### src/rtl/frame_pkg.sv
// ---- frame_pkg: shared state encoding and frame layout constants for frame_packer. Rev 1.0 ----
`default_nettype none

package frame_pkg;

  typedef enum logic [2:0] {
    IDLE    = 3'd0,
    SEQ     = 3'd1,
    PAYLOAD = 3'd2,
    LEN     = 3'd3,
    CSUM    = 3'd4
  } frame_state_e;

  localparam logic [7:0] SOF_WORD_DEFAULT = 8'hA5;

  // Word positions inside a frame; payload starts at FIELD_PAYLOAD.
  localparam int FIELD_SOF     = 0;
  localparam int FIELD_SEQ     = 1;
  localparam int FIELD_PAYLOAD = 2;

`ifdef FRAME_PACKER_CSUM_EN
  localparam int TRAILER_WORDS = 2;
`else
  localparam int TRAILER_WORDS = 1;
`endif

  localparam int OVERHEAD_WORDS = FIELD_PAYLOAD + TRAILER_WORDS;

endpackage

`default_nettype wire

### src/rtl/frame_out_slice.sv
// ---- frame_out_slice: registered valid/value stage that holds its word until the sink accepts it. Rev 1.0 ----
`default_nettype none

module frame_out_slice #(
  parameter int VALUE_WIDTH = 8
) (
  input  logic                   in_clk_i,
  input  logic                   reset_n_i,
  input  logic                   produce_i,
  input  logic [VALUE_WIDTH-1:0] word_i,
  input  logic                   out_ready_i,
  output logic                   load_o,
  output logic                   out_valid_o,
  output logic [VALUE_WIDTH-1:0] out_value_o
);

  logic                   valid_q, valid_d;
  logic [VALUE_WIDTH-1:0] value_q, value_d;

  assign load_o = !valid_q || out_ready_i;

  always_comb begin
    valid_d = valid_q;
    value_d = value_q;
    if (load_o) begin
      valid_d = produce_i;
      if (produce_i) begin
        value_d = word_i;
      end
    end
  end

  always_ff @(posedge in_clk_i or negedge reset_n_i) begin
    if (!reset_n_i) begin
      valid_q <= 1'b0;
      value_q <= '0;
    end else begin
      valid_q <= valid_d;
      value_q <= value_d;
    end
  end

  assign out_valid_o = valid_q;
  assign out_value_o = value_q;

endmodule

`default_nettype wire

### src/rtl/frame_packer.sv
// ---- frame_packer: wraps a last-delimited word stream into SOF,SEQ,payload,LEN[,CSUM] frames. Rev 1.0 ----
// ---- Define FRAME_PACKER_CSUM_EN to append the CSUM trailer word. ----
`default_nettype none

module frame_packer
  import frame_pkg::*;
#(
  parameter int                     VALUE_WIDTH = 8,
  parameter int                     MAX_PAYLOAD = 16,
  parameter logic [VALUE_WIDTH-1:0] SOF_WORD    = VALUE_WIDTH'(SOF_WORD_DEFAULT)
) (
  input  logic                   in_clk_i,
  input  logic                   reset_n_i,
  input  logic                   s_valid_i,
  output logic                   s_ready_o,
  input  logic [VALUE_WIDTH-1:0] s_data_i,
  input  logic                   s_last_i,
  output logic                   out_valid_o,
  input  logic                   out_ready_i,
  output logic [VALUE_WIDTH-1:0] out_value_o,
  output logic                   frame_done_o,
  output logic                   overflow_o
);

  localparam logic [VALUE_WIDTH-1:0] MAX_LEN = VALUE_WIDTH'(MAX_PAYLOAD);
  localparam logic [VALUE_WIDTH-1:0] ONE     = VALUE_WIDTH'(1);

  frame_state_e           state_q, state_d;
  logic [VALUE_WIDTH-1:0] seq_q, seq_d;
  logic [VALUE_WIDTH-1:0] len_q, len_d;
  logic [VALUE_WIDTH-1:0] len_inc;
  logic [VALUE_WIDTH-1:0] word;
  logic                   produce;
  logic                   load;
  logic                   frame_done_q, frame_done_d;
  logic                   overflow_q, overflow_d;
`ifdef FRAME_PACKER_CSUM_EN
  logic [VALUE_WIDTH-1:0] csum_q, csum_d;
`endif

  assign len_inc   = len_q + ONE;
  assign s_ready_o = (state_q == PAYLOAD) && load;

  always_comb begin
    state_d      = state_q;
    seq_d        = seq_q;
    len_d        = len_q;
    produce      = 1'b0;
    word         = '0;
    frame_done_d = 1'b0;
    overflow_d   = 1'b0;
`ifdef FRAME_PACKER_CSUM_EN
    csum_d       = csum_q;
`endif
    case (state_q)
      IDLE: begin
        // The word that opens a frame is only peeked here; PAYLOAD consumes it.
        if (load && s_valid_i) begin
          produce = 1'b1;
          word    = SOF_WORD;
          state_d = SEQ;
        end
      end
      SEQ: begin
        if (load) begin
          produce = 1'b1;
          word    = seq_q;
          len_d   = '0;
          state_d = PAYLOAD;
`ifdef FRAME_PACKER_CSUM_EN
          csum_d  = seq_q;
`endif
        end
      end
      PAYLOAD: begin
        if (load && s_valid_i) begin
          produce = 1'b1;
          word    = s_data_i;
          len_d   = len_inc;
`ifdef FRAME_PACKER_CSUM_EN
          csum_d  = csum_q + s_data_i;
`endif
          if (s_last_i || (len_inc == MAX_LEN)) begin
            state_d = LEN;
          end
          overflow_d = !s_last_i && (len_inc == MAX_LEN);
        end
      end
      LEN: begin
        if (load) begin
          produce = 1'b1;
          word    = len_q;
`ifdef FRAME_PACKER_CSUM_EN
          csum_d  = csum_q + len_q;
          state_d = CSUM;
`else
          state_d      = IDLE;
          frame_done_d = 1'b1;
          seq_d        = seq_q + ONE;
`endif
        end
      end
`ifdef FRAME_PACKER_CSUM_EN
      CSUM: begin
        if (load) begin
          produce      = 1'b1;
          word         = csum_q;
          state_d      = IDLE;
          frame_done_d = 1'b1;
          seq_d        = seq_q + ONE;
        end
      end
`endif
      default: begin
        state_d = IDLE;
      end
    endcase
  end

  always_ff @(posedge in_clk_i or negedge reset_n_i) begin
    if (!reset_n_i) begin
      state_q      <= IDLE;
      seq_q        <= '0;
      len_q        <= '0;
      frame_done_q <= 1'b0;
      overflow_q   <= 1'b0;
`ifdef FRAME_PACKER_CSUM_EN
      csum_q       <= '0;
`endif
    end else begin
      state_q      <= state_d;
      seq_q        <= seq_d;
      len_q        <= len_d;
      frame_done_q <= frame_done_d;
      overflow_q   <= overflow_d;
`ifdef FRAME_PACKER_CSUM_EN
      csum_q       <= csum_d;
`endif
    end
  end

  frame_out_slice #(
    .VALUE_WIDTH (VALUE_WIDTH)
  ) u_out_slice (
    .in_clk_i    (in_clk_i),
    .reset_n_i   (reset_n_i),
    .produce_i   (produce),
    .word_i      (word),
    .out_ready_i (out_ready_i),
    .load_o      (load),
    .out_valid_o (out_valid_o),
    .out_value_o (out_value_o)
  );

  assign frame_done_o = frame_done_q;
  assign overflow_o   = overflow_q;

endmodule

`default_nettype wire

### config.mk
export PLATFORM = sky130hd
export DESIGN_NAME = frame_packer
export DESIGN_NICKNAME = d
export VERILOG_FILES = /design/src/rtl/frame_pkg.sv /design/src/rtl/frame_out_slice.sv /design/src/rtl/frame_packer.sv
export SDC_FILE = /design/constraint.sdc
export NUM_CORES = 1
export LEC_CHECK = 0
export CAP_MARGIN = 20
export CORE_MARGIN = 3
export CORE_UTILIZATION = 25
export CTS_CLUSTER_SIZE = 40
export DETAILED_ROUTE_END_ITERATION = 12
export SYNTH_ARGS = -nofsm -noshare
export SYNTH_HDL_FRONTEND = slang
export SYNTH_HIERARCHICAL = 1
export SYNTH_SLANG_ARGS = --single-unit
### constraint.sdc
create_clock -name in_clk_i -period 3.82 [get_ports in_clk_i]
set_clock_uncertainty 0.05 [all_clocks]
set_input_delay 0.573 -clock in_clk_i [delete_from_list [all_inputs] [get_ports in_clk_i]]
set_output_delay 0.573 -clock in_clk_i [all_outputs]
set_load 0.02 [all_outputs]
==> impl_metrics.toml <==
[status]
status = "completed"

[synth]
yosysUniqueCellTypes = 40
synth_warnings = 6
synth_seq_cells = 29
synthTopCellsByArea = "dfrtp_1 (44%), mux2_4 (7.3%), ha_1 (5.3%)"
avgSynthCellArea_um2 = 10.7
yosys.area.top_type_share = 0.442
syn-cell-area_mm2 = 0.00164
synth_edf_count = 0
ys_seq_area_frac = 0.442
synth_xor_area_frac = 0.0427
syn_nets = 173
synth_top_family_by_area = "compound AO/OA/AOI/OAI gates"
synth-simple-area-share = 0.153
synthCells = 153
synth-async-reset-ratio = 1.00
synth_compound_area_frac = 0.171
synth_mux_area_frac = 0.0998
synthAdderAreaFrac = 0.0534
synth_flop_cell = "dfrtp_1"
yosysTopAreaCell = "dfrtp_1"

[sta]
max_freq_ghz = 0.381
fin_crit_sh = 0.687
finalSetupViolations = 0
finalSetupTns_ns = 0
worst_slew_pin_slew_ns = 0.442
whs_ns = 0.440
hold_violations = 0
slew_headroom = 0.705
finalWorstSetupSlack_ns = 1.19
rsz0062_at_grt = "false"
period_minus_slack_ns = 2.63
final_max_slew_viol_count = 0

[die]
core_mm2 = 0.00613
initial_core_util = 0.268
dieArea_mm2 = 0.00757
rows = 28
die_h_um = 87.0
num_io_pins = 25
fp.dieW_um = 87.0

[placement]
place_hpwl_um = 2530
io_buffers = 24
place_congestion = 0.772
dpl_worst_slack_ns = 1.20
dpl_cell_area_mm2 = 0.00195

[critical_path]
crit_type = "reg -> out"
r2r_slack_ns = 1.53
cp-startpoint = "state_q[0]$_DFFE_PN0P_"
critPathLaunchType = "flop"
required_ns = 3.20
r2r-start = "len_q[0]$_DFFE_PN0P_"
crit_arrival_ns = 2.00
end_kind = "primary output"
path_max_fanout = 12

[cells_and_area]
final_common_cell = "dfrtp_1"
drive_above_1_share = 0.123
diodes = 0
nets = 198
design_area_mm2 = 0.00203
area_growth_pct = 23.6
layout_common_cells = "dfrtp_1 (29), clkdlybuf4s50_1 (24), nor2_1 (11), nand3_1 (9)"

[routing]
via_per_inst = 4.80
drc = 0
ant_nets = 0
vias = 1218
routed_wl_um = 3500
drtIter0Drc = 99
wl_per_cell_um = 13.8
dr.pass1.iters = 4

[hold_path]
hold_path_class = "reg -> reg"
hp-start = "seq_q[7]$_DFFE_PN0P_"

[global_route]
first_global_vias = 1193
grt_pass1_wl_um = 5990
antenna_found_initial = 0
grt_overflow = 0
grt.total_usage = 0.103
grt_max_degree = 30

[run]
drv_cap = 0

[power]
pwr_density_cell_mw_per_mm2 = 678
p_leak_uw = 0.000920
power_uw = 1380
irDropWorstVdd_mv = 0.251

[cts]
cts.hold.buffers_added = 0
numCtsBuffers = 5
post_cts_resized = 0
clock-sinks = 29
clkTransAtPathRegs_ns = 0.06
postCtsSetupRepairBufs = 0
cts_tree = "done"
cts_buffer_depth = 2
clock_latency_ns = 0.28
htreeDepth = 2
cts-root-buf = "clkbuf_8"
-- per-stage QoR --
| step | utilization | std cells |
|---|---|---|
| floorplan | - | 153 |
| global placement | 0.318 | 246 |
| detailed placement | 0.318 | 246 |
| CTS | 0.331 | 254 |
| global route | 0.331 | 254 |
| finish | 0.331 | 254 |
-- cells by family (layout without fill, tap and decap cells) --
group | count (synthesis) | count (layout)
xor+xnor | 8 | 8
buf+inv | 14 | 40
compound gates | 38 | 38
flops | 29 | 29
simple gates | 45 | 45
fa+ha+maj | 7 | 7
mux | 12 | 12
-- path summary, 6_finish.rpt --
| check | end | cells after the start |
|---|---|---|
| worst max-delay path | s_ready_o | 4 |
| worst min-delay path | seq_q[7]$_DFFE_PN0P_ | 1 |
| worst max register to register | state_q[1]$_DFFE_PN0P_ | 6 |
| worst min register to register | seq_q[7]$_DFFE_PN0P_ | 1 |
| max in group asynchronous | len_q[4]$_DFFE_PN0P_ | 2 |
| min in group asynchronous | u_out_slice/out_value_o[7]$_DFFE_PN0P_ | 2 |
-- worst max-delay path: stages (launching register included) --
cell and delay, ns:
dfrtp_1 0.41, inv_1 0.12, ha_1 0.42, and2_1 0.18, clkdlybuf4s50_1 0.60
-- flip-flops by register name, summed over array words and instances (netlist names) --
| register | count |
|---|---|
| len_q | 8 |
| overflow_o | 1 |
| u_out_slice/out_valid_o | 1 |
| frame_done_o | 1 |
| u_out_slice/out_value_o | 8 |
| state_q | 2 |
| seq_q | 8 |
-- final cells by class --
type | count | area (µm²)
Clock buffer | 8 | 80.1
Multi-Input combinational cell | 110 | 855
Fill cell | 624 | 4100
Timing Repair Buffer | 25 | 248
Inverter | 7 | 26.3
Tap cell | 75 | 93.8
Sequential cell | 29 | 726
-- metal layers --
| layer | GRT usage | part of all wire |
|---|---|---|
| met2 | 0.155 | 0.47 |
| met1 | 0.136 | 0.45 |
| met3 | 0.0341 | 0.067 |
| met5 | 0 | 0 |
| met4 | 0.0382 | 0.012 |
-- synth_stat cells (5+ instances only) --
cell type,number
a21oi_1,7
a222oi_1,8
clkbuf_1,5
dfrtp_1,29
ha_1,7
inv_1,6
mux2_4,8
nand2_1,7
nand3_1,9
nor2_1,11
o21ai_1,7
-- power breakdown --
| group | switching (µW) | internal, µW | total [µW] | leakage (µW) |
|---|---|---|---|---|
| sequential | 92.3 | 392 | 485 | 0.000384 |
| combinational | 335 | 321 | 655 | 0.000497 |
| clock | 107 | 129 | 236 | 0.0000395 |
| total | 534 | 842 | 1380 | 0.000920 |
(Power assumes the default switching activity.)
